$ cat src/rtl/aes_gcm_ingress_framer.sv
// aes_gcm_ingress_framer
// Front end of one AES-GCM worker. It parses a 128-bit word stream of the form
// key / IV+flag / sizes / AAD blocks / PT blocks. The header is held for the
// whole frame. Payload is presented one block per cycle, with a one-cycle
// o_new_instance pulse on block 0. Bit 0 of every bus is its MSB.
module aes_gcm_ingress_framer #(
  parameter int WORKER_ID  = 0,
  parameter int MAX_BLOCKS = 99999
) (
  input  logic         clk,
  input  logic         rst,
  input  logic [0:127] s_data,
  input  logic         s_valid,
  output logic         s_ready,
  output logic [0:127] o_cipher_key,
  output logic [0:95]  o_iv,
  output logic [0:127] o_instance_size,
  output logic [0:127] o_aad,
  output logic [0:127] o_plain_text,
  output logic         o_new_instance,
  output logic         o_pt_instance,
  output logic [3:0]   o_id,
  output logic         o_busy,
  output logic         o_error
);

  typedef enum logic [2:0] {
    S_IDLE     = 3'd0,
    S_HDR_IV   = 3'd1,
    S_HDR_SIZE = 3'd2,
    S_CHECK    = 3'd3,
    S_STREAM   = 3'd4
  } state_t;

  state_t state_q, state_d;

  logic [0:127] key_q,  key_d;
  logic [0:95]  iv_q,   iv_d;
  logic [0:127] size_q, size_d;
  logic         flag_q, flag_d;
  logic [63:0]  aad_blk_q,  aad_blk_d;
  logic [63:0]  last_blk_q, last_blk_d;
  logic [63:0]  blk_q,  blk_d;
  logic [0:127] aad_q,  aad_d;
  logic [0:127] pt_q,   pt_d;
  logic         new_q,  new_d;
  logic         err_q,  err_d;

  logic         accept;
  logic [63:0]  hdr_aad_blk;
  logic [63:0]  hdr_pt_blk;
  logic [64:0]  hdr_total;
  logic         hdr_bad;

  // Block counts are derived from the latched size word. The sum is 65 bits
  // wide, so two huge lengths cannot wrap around and slip past the limit.
  always_comb begin
    hdr_aad_blk = {7'd0, size_q[0:56]};
    hdr_pt_blk  = {7'd0, size_q[64:120]};
    hdr_total   = {1'b0, hdr_aad_blk} + {1'b0, hdr_pt_blk};
    hdr_bad     = (size_q[57:63] != 7'd0) ||
                  (size_q[121:127] != 7'd0) ||
                  (hdr_total == 65'd0) ||
                  (hdr_total > 65'(MAX_BLOCKS));
  end

  assign accept = s_valid && s_ready;

  // State register
  always_ff @(posedge clk or posedge rst) begin
    if (rst) begin
      state_q <= S_IDLE;
    end else begin
      state_q <= state_d;
    end
  end

  // Next-state logic. The FSM leaves STREAM early on underrun because
  // stage 1 counts blocks freely and cannot be held off.
  always_comb begin
    state_d = state_q;
    case (state_q)
      S_IDLE:     if (accept) state_d = S_HDR_IV;
      S_HDR_IV:   if (accept) state_d = S_HDR_SIZE;
      S_HDR_SIZE: if (accept) state_d = S_CHECK;
      S_CHECK:    state_d = hdr_bad ? S_IDLE : S_STREAM;
      S_STREAM: begin
        if (!accept) begin
          state_d = S_IDLE;
        end else if (blk_q == last_blk_q) begin
          state_d = S_IDLE;
        end
      end
      default:    state_d = S_IDLE;
    endcase
  end

  // State-decoded outputs. Ready is forced low while reset is held.
  always_comb begin
    s_ready = 1'b0;
    o_busy  = 1'b0;
    case (state_q)
      S_IDLE:     s_ready = !rst;
      S_HDR_IV:   begin s_ready = !rst; o_busy = 1'b1; end
      S_HDR_SIZE: begin s_ready = !rst; o_busy = 1'b1; end
      S_CHECK:    o_busy = 1'b1;
      S_STREAM:   begin s_ready = !rst; o_busy = 1'b1; end
      default:    begin s_ready = 1'b0; o_busy = 1'b0; end
    endcase
  end

  // Datapath next values. Header registers hold by default.
  // Payload buses and pulses return to zero unless a block is accepted.
  always_comb begin
    key_d      = key_q;
    iv_d       = iv_q;
    size_d     = size_q;
    flag_d     = flag_q;
    aad_blk_d  = aad_blk_q;
    last_blk_d = last_blk_q;
    blk_d      = blk_q;
    aad_d      = '0;
    pt_d       = '0;
    new_d      = 1'b0;
    err_d      = 1'b0;
    case (state_q)
      S_IDLE: begin
        if (accept) key_d = s_data;
      end
      S_HDR_IV: begin
        if (accept) begin
          iv_d   = s_data[0:95];
          flag_d = s_data[127];
        end
      end
      S_HDR_SIZE: begin
        if (accept) size_d = s_data;
      end
      S_CHECK: begin
        if (hdr_bad) begin
          err_d  = 1'b1;
          key_d  = '0;
          iv_d   = '0;
          size_d = '0;
          flag_d = 1'b0;
        end else begin
          aad_blk_d  = hdr_aad_blk;
          last_blk_d = hdr_total[63:0] - 64'd1;
          blk_d      = 64'd0;
        end
      end
      S_STREAM: begin
        if (accept) begin
          if (blk_q < aad_blk_q) begin
            aad_d = s_data;
          end else begin
            pt_d = s_data;
          end
          new_d = (blk_q == 64'd0);
          blk_d = blk_q + 64'd1;
        end else begin
          err_d = 1'b1;
        end
      end
      default: begin
        err_d = 1'b0;
      end
    endcase
  end

  // Datapath registers. All of them clear on reset, so outputs drop at once.
  always_ff @(posedge clk or posedge rst) begin
    if (rst) begin
      key_q      <= '0;
      iv_q       <= '0;
      size_q     <= '0;
      flag_q     <= 1'b0;
      aad_blk_q  <= '0;
      last_blk_q <= '0;
      blk_q      <= '0;
      aad_q      <= '0;
      pt_q       <= '0;
      new_q      <= 1'b0;
      err_q      <= 1'b0;
    end else begin
      key_q      <= key_d;
      iv_q       <= iv_d;
      size_q     <= size_d;
      flag_q     <= flag_d;
      aad_blk_q  <= aad_blk_d;
      last_blk_q <= last_blk_d;
      blk_q      <= blk_d;
      aad_q      <= aad_d;
      pt_q       <= pt_d;
      new_q      <= new_d;
      err_q      <= err_d;
    end
  end

  assign o_cipher_key    = key_q;
  assign o_iv            = iv_q;
  assign o_instance_size = size_q;
  assign o_pt_instance   = flag_q;
  assign o_aad           = aad_q;
  assign o_plain_text    = pt_q;
  assign o_new_instance  = new_q;
  assign o_error         = err_q;
  assign o_id            = 4'(WORKER_ID);

endmodule

$ cat config.mk
export PLATFORM = sky130hd
export DESIGN_NAME = aes_gcm_ingress_framer
export DESIGN_NICKNAME = d
export VERILOG_FILES = /design/src/rtl/aes_gcm_ingress_framer.sv
export SDC_FILE = /design/constraint.sdc
export NUM_CORES = 2
export LEC_CHECK = 0
export BUFFER_PORTS_ARGS = -buffer_cell sky130_fd_sc_hd__buf_2
export CORE_AREA = 2 2 306 308
export CTS_CLUSTER_DIAMETER = 30
export CTS_CLUSTER_SIZE = 30
export DETAILED_ROUTE_END_ITERATION = 8
export DIE_AREA = 0 0 308 310
export GPL_TIMING_DRIVEN = 0
export PLACE_DENSITY = 0.7
export SKIP_CTS_REPAIR_TIMING = 1
export SKIP_LAST_GASP = 1
export SLEW_MARGIN = 25
export SYNTH_ARGS = -nofsm -noshare
export SYNTH_HDL_FRONTEND = slang
export SYNTH_SLANG_ARGS = --single-unit
$ cat constraint.sdc
create_clock -name clk -period 46.1 [get_ports clk]
set_input_delay 9.22 -clock clk [delete_from_list [all_inputs] [get_ports clk]]
set_output_delay 9.22 -clock clk [all_outputs]
set_load 0.01 [all_outputs]
==> results.json <==
{
  "status": "finished clean",
  "grt_max_degree": 100,
  "holdWs_ns": 0.480,
  "path_max_fanout": 3,
  "place_hpwl_um": 117000,
  "overflow": 0,
  "synth_cells": 3772,
  "power_density_mw_per_mm2": 68.2,
  "worstMarginPinSlew_ns": 1.15,
  "start_util": 0.397,
  "wl_um": 154000,
  "multi_input_area_mm2": 0.0155,
  "slew_headroom": 0.226,
  "drcViolationCount": 0,
  "vias": 33871,
  "p_leak_nw": 24.1,
  "root_buffer": "clkbuf_16",
  "ys_seq_elements": 794,
  "yosysSeqAreaShare": 0.542,
  "htreeDepth": 4,
  "finClkSkew_ns": 0.0635,
  "mostFrequentLayoutCells": "794 x dfrtp_1, 774 x nand2_1, 769 x buf_2",
  "place_inst": 5726,
  "period_minus_slack_ns": 18.97,
  "clk_latency_ns": 0.78,
  "finalCritPeriodShare": 0.411,
  "cp.required_ns": 36.88,
  "synthFlopType": "dfrtp_1",
  "ys_types": 78,
  "die-width_um": 308,
  "critical_path_arrival_ns": 9.75,
  "instances_no_fill": 6033,
  "finalHoldViolCount": 0,
  "slew_viol_final": 0,
  "antenna_found_initial": 12,
  "synth_area_mm2": 0.0367,
  "clock.fmax_mhz": 52.7,
  "final_common_cell": "dfrtp_1",
  "dr.pass1.iters": 7,
  "max-vdd-ir-drop_mv": 0.0413,
  "regArea_mm2": 0.0199,
  "startpoint_type": "input pin",
  "die_y_um": 310,
  "fillCellCount": 8315,
  "async_flop_share": 1.00,
  "finalInstanceArea_mm2": 0.0481,
  "worst_slack_ns": 27.13,
  "worst-r2r-setup-slack_ns": 39.28,
  "via_per_inst": 5.61,
  "wl_per_cell_um": 25.5,
  "first_iter_violations": 3526,
  "rsz0062_at_grt": "false",
  "crit_start": "rst",
  "syn_avg_cell_area_um2": 9.72,
  "synth_edf_count": 0,
  "critPathKind": "input pin to output port",
  "synth_warnings": 0,
  "grt_usage": 0.317,
  "ioPinCount": 748,
  "drive_gt1_frac": 0.249,
  "gp_congestion": 0.979,
  "rows": 112,
  "syn_to_final_growth_pct": 31.1,
  "cts_tree": "yes",
  "antenna_left": 0,
  "cp-end-kind": "output port",
  "cts.sink_count": 794,
  "whs_path_depth": 1,
  "min_path_type": "flop to flop",
  "place_area_mm2": 0.0422,
  "maxCapViolations": 0,
  "min_to": "aad_blk_q[28]$_DFFE_PP0P_",
  "clkTransAtPathRegs_ns": 0.04,
  "r2r-end": "o_iv[57]$_DFFE_PP0P_",
  "core_mm2": 0.0925,
  "grt_pass1_wl_um": 221000,
  "preCtsSetupSlack_ns": 27.11,
  "grt_pass1_vias": 32635,
  "numPortBuffers": 743,
  "min_from": "aad_blk_q[28]$_DFFE_PP0P_",
  "cts_made_buffers": 162,
  "timing.rr.start": "o_instance_size[36]$_DFFE_PP0P_",
  "die-area_mm2": 0.0955,
  "cts_buffer_depth": 3,
  "ff2ff_path_depth": 15,
  "num-nets-final": 4944,
  "finalSetupViolCount": 0,
  "setup_tns_ns": 0
}
cells by family (layout without fill, tap and decap cells):
family / count (synthesis) / in the layout / share of synthesized area
XOR/XNOR: 165 / 165 / 0.0394
adder cells (fa/ha/maj): 119 / 119 / 0.0407
AO/OA/AOI/OAI: 784 / 784 / 0.138
AND/OR/NAND/NOR: 1456 / 1456 / 0.166
other: 1 / 11 / 0.000102
multiplexers: 121 / 121 / 0.0370
flip-flops: 794 / 794 / 0.542
buffers and inverters: 332 / 1386 / 0.0369
registers in the layout, indices dropped and copies added (netlist names):
name	count
aad_blk_q	57
state_q	3
o_aad	128
o_cipher_key	128
o_instance_size	128
o_plain_text	128
o_pt_instance	1
o_new_instance	1
o_iv	96
last_blk_q	59
o_error	1
blk_q	64
area by class of cell:
cell class | count | area share
repair buffers | 756 | 0.0837
clock inverters | 84 | 0.0256
multi-input cells | 2649 | 0.323
inverters | 89 | 0.00710
clock buffers | 214 | 0.0947
flip-flops and latches | 794 | 0.413
well taps | 1197 | 0.0312
plain buffers | 243 | 0.0215
diodes | 7 | 0.000364
cells in the mapped netlist (all sizes together), types with 5 or more instances:
master	number	area (um^2)
a211o	5	43.8
a211oi	13	113
a21boi	5	37.5
a21o	43	323
a21oi	228	1150
a22oi	100	751
a31oi	9	56.3
and2	5	31.3
and3	12	75.1
and4	5	43.8
buf	44	273
clkbuf	199	747
dfrtp	794	19900
ha	117	1460
inv	89	334
mux2	117	1320
nand2	774	2910
nand2b	10	62.6
nand3	58	290
nand4	57	357
nor2	407	1530
nor2b	13	81.3
nor3	35	186
nor4	44	290
o2111ai	7	61.3
o211ai	13	103
o21a	12	91.3
o21ai	199	996
o21bai	8	60.1
o2bb2ai	96	841
o31ai	10	80.1
or2	8	50.1
or3	11	68.8
xnor2	56	490
xor2	109	955
stage by stage:
stage / power (mW) / utilization
2_1_floorplan: 1.52 / -
3_3_place_gp: 2.02 / 0.453
3_5_place_dp: 2.04 / 0.457
4_1_cts: 3.26 / 0.519
5_1_grt: 3.41 / 0.520
6_report: 3.28 / 0.520
how the worst max path moves through the flow:
stage | to | slack, ns | cells past startpoint
after floorplan | aad_blk_q[0]$_DFFE_PP0P_ | 14.57 | 1
after global placement | o_aad[85]$_DFF_PP0_ | 5.50 | 2
after detailed placement | s_ready | 27.11 | 3
after CTS | s_ready | 27.10 | 3
after global routing | s_ready | 27.10 | 3
final | s_ready | 27.13 | 3
per-layer routing:
| metal | global-route usage | up-vias | routed length [um] |
|---|---|---|---|
| met2 | 0.485 | 1810 | 68600 |
| li1 | - | 14837 | - |
| met4 | 0.161 | 0 | 8310 |
| met1 | 0.413 | 16853 | 61500 |
| met3 | 0.0877 | 371 | 15300 |
| met5 | 0 | - | 0 |
worst max-delay path, cell delays in order:
cell	delay (ns)
buf_2	0.16
nor2_1	0.18
buf_2	0.18
power by group:
group	internal, mW	switching, mW	leakage, nW
combinational	0.343	0.673	10.8
clock	0.810	0.408	2.79
sequential	0.834	0.211	10.5
total	1.99	1.29	24.1
No activity file was read; power rests on OpenSTA's default activity.
